**src/rtl/taillight_input_conditioner_if.sv**
```systemverilog
// rtl/taillight_input_conditioner_if.sv - raw input and conditioned output bundle for the input conditioner
interface taillight_input_conditioner_if #(
    parameter int N_CH = 3
);
    logic [N_CH-1:0] raw_in;
    logic [N_CH-1:0] level_out;
    logic [N_CH-1:0] rise_pulse;
    logic [N_CH-1:0] fall_pulse;
    logic            hazard;

    // Board side: drives the raw switches and consumes the clean levels/pulses.
    modport master (
        output raw_in,
        input  level_out,
        input  rise_pulse,
        input  fall_pulse,
        input  hazard
    );

    // Conditioner side.
    modport slave (
        input  raw_in,
        output level_out,
        output rise_pulse,
        output fall_pulse,
        output hazard
    );
endinterface

```
**src/rtl/taillight_input_conditioner.sv**
```systemverilog
// rtl/taillight_input_conditioner.sv - per-channel synchronizer and debounce FSM with edge pulses and hazard flag
module taillight_input_conditioner #(
    parameter int N_CH            = 3,
    parameter int SYNC_STAGES     = 2,
    parameter int DEBOUNCE_CYCLES = 1_000_000
) (
    input  logic                          clk,
    input  logic                          reset,
    taillight_input_conditioner_if.slave  bus
);
    localparam int CW = $clog2(DEBOUNCE_CYCLES);
    localparam logic [CW-1:0] CNT_ONE  = CW'(1);
    localparam logic [CW-1:0] CNT_LAST = CW'(DEBOUNCE_CYCLES - 1);

    typedef enum logic [1:0] {
        STABLE_LO = 2'd0,
        WAIT_HI   = 2'd1,
        STABLE_HI = 2'd2,
        WAIT_LO   = 2'd3
    } state_t;

    logic [N_CH-1:0] level_vec;
    logic [N_CH-1:0] rise_vec;
    logic [N_CH-1:0] fall_vec;

    for (genvar i = 0; i < N_CH; i++) begin : g_ch
        logic [SYNC_STAGES-1:0] sync_q;
        logic                   synced;
        state_t                 state_q, state_d;
        logic [CW-1:0]          cnt_q, cnt_d;
        logic                   level_q, level_d;
        logic                   rise_q, rise_d;
        logic                   fall_q, fall_d;

        // Shift the asynchronous input through the metastability chain.
        always_ff @(posedge clk or negedge reset) begin
            if (!reset) begin
                sync_q <= '0;
            end else begin
                sync_q <= {sync_q[SYNC_STAGES-2:0], bus.raw_in[i]};
            end
        end

        assign synced = sync_q[SYNC_STAGES-1];

        // Debounce state, stability counter and registered outputs.
        always_ff @(posedge clk or negedge reset) begin
            if (!reset) begin
                state_q <= STABLE_LO;
                cnt_q   <= '0;
                level_q <= 1'b0;
                rise_q  <= 1'b0;
                fall_q  <= 1'b0;
            end else begin
                state_q <= state_d;
                cnt_q   <= cnt_d;
                level_q <= level_d;
                rise_q  <= rise_d;
                fall_q  <= fall_d;
            end
        end

        // Accept a level change only after CNT_LAST+1 consecutive agreeing samples;
        // any disagreement drops back to the stable state and the count restarts.
        always_comb begin
            state_d = state_q;
            cnt_d   = cnt_q;
            level_d = level_q;
            rise_d  = 1'b0;
            fall_d  = 1'b0;
            case (state_q)
                STABLE_LO: begin
                    cnt_d = '0;
                    if (synced) begin
                        state_d = WAIT_HI;
                        cnt_d   = CNT_ONE;
                    end
                end
                WAIT_HI: begin
                    if (!synced) begin
                        state_d = STABLE_LO;
                        cnt_d   = '0;
                    end else if (cnt_q == CNT_LAST) begin
                        state_d = STABLE_HI;
                        cnt_d   = '0;
                        level_d = 1'b1;
                        rise_d  = 1'b1;
                    end else begin
                        cnt_d = cnt_q + CNT_ONE;
                    end
                end
                STABLE_HI: begin
                    cnt_d = '0;
                    if (!synced) begin
                        state_d = WAIT_LO;
                        cnt_d   = CNT_ONE;
                    end
                end
                WAIT_LO: begin
                    if (synced) begin
                        state_d = STABLE_HI;
                        cnt_d   = '0;
                    end else if (cnt_q == CNT_LAST) begin
                        state_d = STABLE_LO;
                        cnt_d   = '0;
                        level_d = 1'b0;
                        fall_d  = 1'b1;
                    end else begin
                        cnt_d = cnt_q + CNT_ONE;
                    end
                end
                default: begin
                    state_d = STABLE_LO;
                    cnt_d   = '0;
                    level_d = 1'b0;
                end
            endcase
        end

        assign level_vec[i] = level_q;
        assign rise_vec[i]  = rise_q;
        assign fall_vec[i]  = fall_q;
    end

    assign bus.level_out  = level_vec;
    assign bus.rise_pulse = rise_vec;
    assign bus.fall_pulse = fall_vec;
    // Both turn signals debounced high at once means the hazard switch combination.
    assign bus.hazard     = level_vec[0] & level_vec[1];
endmodule

```
**src/flat_wrapper.sv**
```systemverilog
// flat-port wrapper written by rule: the top's interface ports become plain ports
module taillight_input_conditioner_flat 
#(
    parameter int N_CH            = 3,
    parameter int SYNC_STAGES     = 2,
    parameter int DEBOUNCE_CYCLES = 1_000_000
)
  (clk, reset, bus_raw_in, bus_level_out, bus_rise_pulse, bus_fall_pulse, bus_hazard);
  taillight_input_conditioner_if #(.N_CH(N_CH)) bus_i ();
  input  logic clk;
  input  logic reset;
  input wire logic [$bits(bus_i.raw_in)-1:0] bus_raw_in;
  output wire logic [$bits(bus_i.level_out)-1:0] bus_level_out;
  output wire logic [$bits(bus_i.rise_pulse)-1:0] bus_rise_pulse;
  output wire logic [$bits(bus_i.fall_pulse)-1:0] bus_fall_pulse;
  output wire logic [$bits(bus_i.hazard)-1:0] bus_hazard;
  assign bus_i.raw_in = bus_raw_in;
  assign bus_level_out = bus_i.level_out;
  assign bus_rise_pulse = bus_i.rise_pulse;
  assign bus_fall_pulse = bus_i.fall_pulse;
  assign bus_hazard = bus_i.hazard;
  taillight_input_conditioner #(.N_CH(N_CH), .SYNC_STAGES(SYNC_STAGES), .DEBOUNCE_CYCLES(DEBOUNCE_CYCLES)) u_core (.clk(clk), .reset(reset), .bus(bus_i));
endmodule
```
**config.mk**
```make
export PLATFORM = sky130hd
export DESIGN_NAME = taillight_input_conditioner_flat
export DESIGN_NICKNAME = d
export VERILOG_FILES = /design/src/rtl/taillight_input_conditioner_if.sv /design/src/rtl/taillight_input_conditioner.sv /design/src/flat_wrapper.sv
export SDC_FILE = /design/constraint.sdc
export NUM_CORES = 1
export LEC_CHECK = 0
export BUFFER_PORTS_ARGS = -buffer_cell sky130_fd_sc_hd__buf_4
export CORE_MARGIN = 2
export CORE_UTILIZATION = 30
export CTS_CLUSTER_SIZE = 12
export DETAILED_ROUTE_END_ITERATION = 7
export GPL_ROUTABILITY_DRIVEN = 0
export HOLD_SLACK_MARGIN = 0.02
export PLACE_DENSITY_LB_ADDON = 0.25
export SYNTH_ARGS = -nofsm -noshare
export SYNTH_HDL_FRONTEND = slang
export SYNTH_SLANG_ARGS = --single-unit
```
**constraint.sdc**
```tcl
create_clock -name clk -period 2.9 [get_ports clk]
set_input_delay 0.435 -clock clk [delete_from_list [all_inputs] [get_ports clk]]
set_output_delay 0.435 -clock clk [all_outputs]
set_load 0.03 [all_outputs]
```
==> results.ini, run 1 <==
[job]
timing.max_cap.violations=0

[routing]
drt_wl_total_um=7250
wire_per_inst_um=12.6
detailedRoute.firstIterationViolations=174
drc=0
route.antenna.remaining_nets=0
dr_total_vias=2746
vias_per_cell=4.76
drtPass1Iterations=4

[worst_setup_path]
critical-path-slowest-cell=sky130_fd_sc_hd__a211o_1
timing.reg2reg.setup_slack_ps=710
cp_cell_sequence=ha_1 -> nand3_1 -> buf_4 -> nor4_1 -> a211o_1 -> nor2_1
cp_data_arrival_time_ps=2380
crit_path_start_kind=flip-flop
worst_path_largest_cell_delay_ps=610
endpoint_kind=flip-flop
cp_data_required_time_ps=3080
critical_path_peak_fanout=19
critical_path_class=reg -> reg
setup.worst_path.start=u_core.g_ch[2].cnt_q[0]
timing.reg2reg.worst_path_depth=6
r2r_start=u_core.g_ch[2].cnt_q[0]

[yosys]
netlist_top_cells_area=sky130_fd_sc_hd__dfrtp_1 52%, sky130_fd_sc_hd__xnor2_1 6.5%, sky130_fd_sc_hd__nor2_1 4.4%, sky130_fd_sc_hd__a21oi_1 2.8%, sky130_fd_sc_hd__nand3_1 2.7%
yosys.cell_count.top_type=sky130_fd_sc_hd__dfrtp_1
post_synth.cell_area_avg_um2=9.94
synth.cell_area_um2=3920
postSynth.asyncResetShare_pct=100
yosys.cell_types.count=51
synth_top_area_share_pct=51.8
ys_dominant_reg_cell=sky130_fd_sc_hd__dfrtp_1
synth_seq_area_share_pct=51.8
synth.yosys.warnings=0
synth-edff-count=0
yosys_register_bits=81
syn_inst=394
synthTopCellsByCount=81 x sky130_fd_sc_hd__dfrtp_1, 46 x sky130_fd_sc_hd__nor2_1, 29 x sky130_fd_sc_hd__xnor2_1, 24 x sky130_fd_sc_hd__inv_1, 22 x sky130_fd_sc_hd__a21oi_1
synth_top_area_cell=sky130_fd_sc_hd__dfrtp_1
post_synth_net_total=402

[finish]
register_area_um2=2030
num-fill-cells=1280
fin_util_pct=35.0
multiInputGateArea_um2=1660
fraction_of_layout_instances_using_a_drive_strength_above_1_pct=11.1
synthToLayoutAreaGrowth_pct=13.2
final_cell_area_um2=4430
count_of_antenna_diodes_in_the_layout=0
fin_nets=408

[clocking]
ctsHtreeMaxLevel=3
clock_path_buffers=2
cts.reportedPaths.clkPinSlew_ps=60
clock-root-buffer=sky130_fd_sc_hd__clkbuf_16
post_cts_hold_buffer_count=0
ctsResizeCount=0
clk_latency_ps=340
cts_inserted_buffers=9
postCtsSetupRepairBufs=0
cts_sinks=81
tritoncts=yes

[die]
dieWidth_um=118
boundaryPins=15
coreArea_um2=12700
num_rows=41
fp.dieArea_um2=14000
die_height_um=118
floorplan.initialDensity_pct=30.9

[min_path]
worstHoldStart=bus_raw_in[0]
hold_path.class=in -> reg
worstHoldPathCells=1

[place]
dpl_cell_area_um2=4120
post-dp-hpwl_um=4700
port_buffers=14

[global_route]
via_count_of_the_first_global_routing_pass=2760
grt_util_all_layers_pct=11.4
grt_start_max_net_pins=82
global_route_wire_length_before_repair_um=13100
grt_antenna_before_repair=0
congestion_overflow_gr=0

[sta]
tightest_slew_ps=1010
finish_stage_setup_viols=0
hold_viol=0
maxClockFrequency_mhz=456
setup_tns_after_final_layout_ps=0
setup_repair_after_global_routing_missed_its_margin=false
finalClockSkew_ps=7.58
period_minus_slack_ps=2190
maxSlewHeadroom_pct=32.8
slew_violations=0
timing.final.crit_share_pct=75.6

[power_and_ir_drop]
cellLeakagePower_nw=1.70
power_density_nw_per_um2=540
vdd_ir_drop_max_uv=289

[outcome]
run_status=complete, no violations

[final timing paths]
check	endpoint
min in group asynchronous	u_core.g_ch[2].sync_q[1]
setup reg to reg	u_core.g_ch[2].cnt_q[8]
max in group asynchronous	u_core.g_ch[0].fall_q
hold reg to reg	u_core.g_ch[0].sync_q[1]
setup / recovery	u_core.g_ch[2].cnt_q[8]
hold / removal	u_core.g_ch[0].sync_q[0]
[critical path, delay by kind of cell, from the launching register on]
kind / cells / cell delay [ps]
compound gates: 1 / 610
fa+ha+maj: 1 / 210
buf+inv: 1 / 160
flops: 1 / 390
simple gates: 3 / 680
[stage by stage]
step	worst slack, ps	hold slack, ps	instances	total power [W]
global placement	819	335	561	0.00124
global route	509	191	577	0.00249
finish	707	204	577	0.00239
CTS	642	193	577	0.00243
detailed placement	699	336	561	0.00124
floorplan	837	139	394	0.00120
[area by class of cell]
cell class	instances	area share [%]
sequential	81	45.7
multi-input combinational	268	37.6
clock buffer	11	5.70
tap	172	4.86
timing repair buffer	16	2.71
inverter	24	2.03
clock inverter	5	1.38
[cells in the final DEF (no fill, tap or decap), types with 11 or more instances in the layout]
master                    count
sky130_fd_sc_hd__nand3_1     21
sky130_fd_sc_hd__inv_1       24
sky130_fd_sc_hd__o21ai_0     15
sky130_fd_sc_hd__or4_1       13
sky130_fd_sc_hd__nor2_1      46
sky130_fd_sc_hd__nor3_1      13
sky130_fd_sc_hd__xnor2_1     29
sky130_fd_sc_hd__dfrtp_1     81
sky130_fd_sc_hd__nand2_1     21
sky130_fd_sc_hd__nand4_1     11
sky130_fd_sc_hd__buf_4       16
sky130_fd_sc_hd__a21oi_1     22
[flip-flops by register name, summed over array words and instances (netlist names), named ones only]
signal,count
u_core.g_ch.fall_q,3
u_core.g_ch.rise_q,3
u_core.g_ch.state_q,3
u_core.g_ch.level_q,3
u_core.g_ch.sync_q,6
u_core.g_ch.cnt_q,60
[report_power, final]
part	internal [W]	leakage [nW]	switching, W	total, W
Clock	0.000718	0.156	0.000460	0.00118
Combinational	0.0000155	0.440	0.0000434	0.0000590
Sequential	0.00114	1.10	0.0000117	0.00115
[per-layer routing]
metal	share of wire, %	track usage (%)	vias to the layer above	wire length [um]
met1	51	15.4	1319	3710
met3	3.2	3.38	8	232
met4	1.4	4.22	0	104
met5	0	0	-	0
li1	-	-	1387	-
met2	44	17.3	32	3200
[kinds of logic (layout without fill, tap and decap cells)]
family	Yosys count	in the layout	share of synthesized area [%]
AND/OR/NAND/NOR	170	170	24.0
flip-flops	81	81	51.8
AO/OA/AOI/OAI	56	56	8.73
buffers and inverters	45	56	5.72
XOR/XNOR	37	37	8.28
adder cells (fa/ha/maj)	3	3	0.959
multiplexers	2	2	0.575
Power figures use the tool's default switching activity.
==> inputs of run 2 (changes only) <==
clock period = 1.87 ns   (was 2.9 ns; I/O delays follow)
==> run 2 against run 1 <==
Effect of this change:
- global-route usage grew 1.1 points
- non-clock buffer count grew 63
- worst hold slack lost 160 ps
- die area is the same
- power grew 50%
- highest routed layer unchanged
- largest power group is now registers
- clock skew shrank 0.94 ps
- sequential share of layout area shrank 5.4 points
- first-iteration DRC count shrank 43%
- maximum frequency grew 18%
- via count grew 9.6%
- flip-flop and latch count is the same
==> results.ini, run 2 (synthesis results as in run 1) <==
[routing]
drtPass1Iterations=4  ; unchanged
dr_total_vias=3009  ; +9.6%
wire_per_inst_um=12.7  ; +1.4%
route.antenna.remaining_nets=0  ; unchanged
detailedRoute.firstIterationViolations=100  ; -43%
vias_per_cell=4.71  ; -1.1%
drt_wl_total_um=8130  ; +12%
drc=0  ; unchanged

[clocking]
cts_sinks=81  ; unchanged
clock-root-buffer=sky130_fd_sc_hd__clkbuf_16
cts_inserted_buffers=9  ; unchanged
ctsHtreeMaxLevel=3  ; unchanged
clk_latency_ps=340  ; about the same
cts.reportedPaths.clkPinSlew_ps=60  ; about the same
clock_path_buffers=2  ; unchanged
tritoncts=yes

[sta]
timing.final.crit_share_pct=99.2  ; +24 points
finalClockSkew_ps=6.65  ; -0.938 ps
finish_stage_setup_viols=0  ; unchanged
tightest_slew_ps=437  ; -571 ps
hold_viol=0  ; unchanged
worst_hold_slack_across_all_endpoints_ps=46.4  ; -158 ps
setup_repair_after_global_routing_missed_its_margin=true
period_minus_slack_ps=1850  ; -338 ps
slew_violations=0  ; unchanged
setup_tns_after_final_layout_ps=0  ; unchanged
maxSlewHeadroom_pct=70.9  ; +38 points
maxClockFrequency_mhz=539  ; +18%

[worst_setup_path]
cp_data_required_time_ps=2140  ; -940 ps
timing.reg2reg.setup_slack_ps=20  ; -690 ps
r2r_start=u_core.g_ch[0].cnt_q[8]
crit_path_start_kind=flip-flop
cp_cell_sequence=nand4_1 -> or4_4 -> or4_1 -> a21oi_1
path_delay_family=simple AND/OR/NAND/NOR gates
critical_path_peak_fanout=8  ; -11
setup.worst_path.start=u_core.g_ch[0].cnt_q[8]
critical_path.n_buffers_inverters=0  ; -1
rr_endpoint=u_core.g_ch[0].cnt_q[15]
critical_path_class=reg -> reg
timing.reg2reg.worst_path_depth=4  ; -2
worst_path_largest_cell_delay_ps=570  ; -40 ps
critical-path-slowest-cell=sky130_fd_sc_hd__or4_4
cp_data_arrival_time_ps=2120  ; -260 ps
endpoint_kind=flip-flop

[global_route]
global_route_wire_length_before_repair_um=14100  ; +7.7%
grt_util_all_layers_pct=12.5  ; +1.1 points
grt_start_max_net_pins=33  ; -60%
grt_antenna_before_repair=0  ; unchanged
via_count_of_the_first_global_routing_pass=2952  ; +7.0%
congestion_overflow_gr=0  ; unchanged

[min_path]
worstHoldStart=bus_raw_in[2]
hold_path.class=in -> reg
worstHoldPathCells=1  ; unchanged
holdPathEnd=u_core.g_ch[2].sync_q[0]

[finish]
count_of_antenna_diodes_in_the_layout=0  ; unchanged
fraction_of_layout_instances_using_a_drive_strength_above_1_pct=27.2  ; +16 points
number_of_flip_flops_in_the_largest_register=60  ; unchanged
most_common_cell_after_layout_fill_and_taps_aside=sky130_fd_sc_hd__dfrtp_1
most-common-layout-cells=81 x sky130_fd_sc_hd__dfrtp_1, 73 x sky130_fd_sc_hd__buf_4, 45 x sky130_fd_sc_hd__nor2_1
fin_nets=471  ; +15%
synthToLayoutAreaGrowth_pct=28.3
regMostFlops=u_core.g_ch.cnt_q
largestRegisters=u_core.g_ch.cnt_q: 60 flops, u_core.g_ch.sync_q: 6 flops

[place]
port_buffers=14  ; unchanged
post-dp-hpwl_um=5730  ; +22%

[die]
floorplan.initialDensity_pct=30.9  ; unchanged
boundaryPins=15  ; unchanged
fp.dieArea_um2=14000  ; unchanged
num_rows=41  ; unchanged
coreArea_um2=12700  ; unchanged
die_height_um=118  ; unchanged
dieWidth_um=118  ; unchanged

[power_and_ir_drop]
cellLeakagePower_nw=2.01  ; +18%
power_density_nw_per_um2=715  ; +33%
vdd_ir_drop_max_uv=387  ; +34%

[outcome]
run_status=complete, no violations

[job]
timing.max_cap.violations=0  ; unchanged

[run 2: cell types whose count changed in the layout (fill, tap and decap cells not counted), moves of 2 or more]
cell | previous run | this run
sky130_fd_sc_hd__nor4_4 | 0 | 2
sky130_fd_sc_hd__buf_12 | 0 | 2
sky130_fd_sc_hd__or4_1 | 13 | 6
sky130_fd_sc_hd__clkinv_4 | 2 | 0
sky130_fd_sc_hd__or4b_4 | 0 | 2
sky130_fd_sc_hd__ha_2 | 0 | 3
sky130_fd_sc_hd__nor3_1 | 13 | 11
sky130_fd_sc_hd__buf_6 | 0 | 3
sky130_fd_sc_hd__or4_4 | 0 | 8
sky130_fd_sc_hd__buf_4 | 16 | 73
sky130_fd_sc_hd__ha_1 | 3 | 0
sky130_fd_sc_hd__a21oi_1 | 22 | 19
sky130_fd_sc_hd__a21oi_2 | 0 | 3
[run 2: worst max path at each step]
| stage | end | cells after the start |
|---|---|---|
| 6_report | u_core.g_ch[0].cnt_q[15] | 4 |
| 5_1_grt | u_core.g_ch[0].level_q | 4 |
| 4_1_cts | flip-flop | 4 |
| 3_5_place_dp | u_core.g_ch[0].level_q | 4 |
| 3_3_place_gp | u_core.g_ch[0].level_q | 4 |
| 2_1_floorplan | u_core.g_ch[0].cnt_q[18] | 6 |
[run 2: routing by layer]
layer / global-route usage (%) / share of wire (%) / vias up
met5: 0 / 0 / -
met4: 4.29 / 1.6 / 0
met3: 3.91 / 2.9 / 10
met2: 19.3 / 45 / 24
met1: 16.5 / 50 / 1458
li1: - / - / 1517
[run 2: worst reg2reg max path, stage by stage (launching register included)]
cell	delay [ps]
sky130_fd_sc_hd__dfrtp_1	400
sky130_fd_sc_hd__nand4_1	180
sky130_fd_sc_hd__or4_4	570
sky130_fd_sc_hd__or4_1	490
sky130_fd_sc_hd__a21oi_1	150
[run 2: layout make-up]
cell class | instances | area [um^2]
sequential | 81 | 2030
clock buffer | 13 | 270
inverter | 24 | 90.1
timing repair buffer | 79 | 632
fill | 1258 | 7650
tap | 172 | 215
multi-input combinational | 268 | 1780
clock inverter | 2 | 12.5
[run 2: repair_timing]
item | in CTS | in global routing
pin swaps | 0 | 10
buffers inserted | 0 | 7
hold buffers | 1 | 0
endpoints found under the hold margin | 29 | 0
resized for setup | 7 | 15
endpoints found under the setup margin | 6 | 33
[run 2: per-stage QoR]
| step | setup WS, ps | area, um^2 | instances | utilization (%) | total power (W) |
|---|---|---|---|---|---|
| after floorplan | -44.6 | 3970 | 394 | - | 0.00187 |
| after global placement | -7.89 | 4600 | 616 | 36.3 | 0.00195 |
| after detailed placement | -62.1 | 4600 | 616 | 36.3 | 0.00195 |
| after CTS | 8.72 | 4920 | 632 | 38.8 | 0.00366 |
| after global routing | -59.7 | 5020 | 639 | 39.6 | 0.00375 |
| final | 15.5 | 5020 | 639 | 39.6 | 0.00359 |
[run 2: power breakdown]
group          leakage (nW)  internal, W  switching [W]
combinational         0.772    0.0000501      0.0000792
clock                 0.138     0.000999       0.000678
sequential             1.10      0.00177      0.0000156
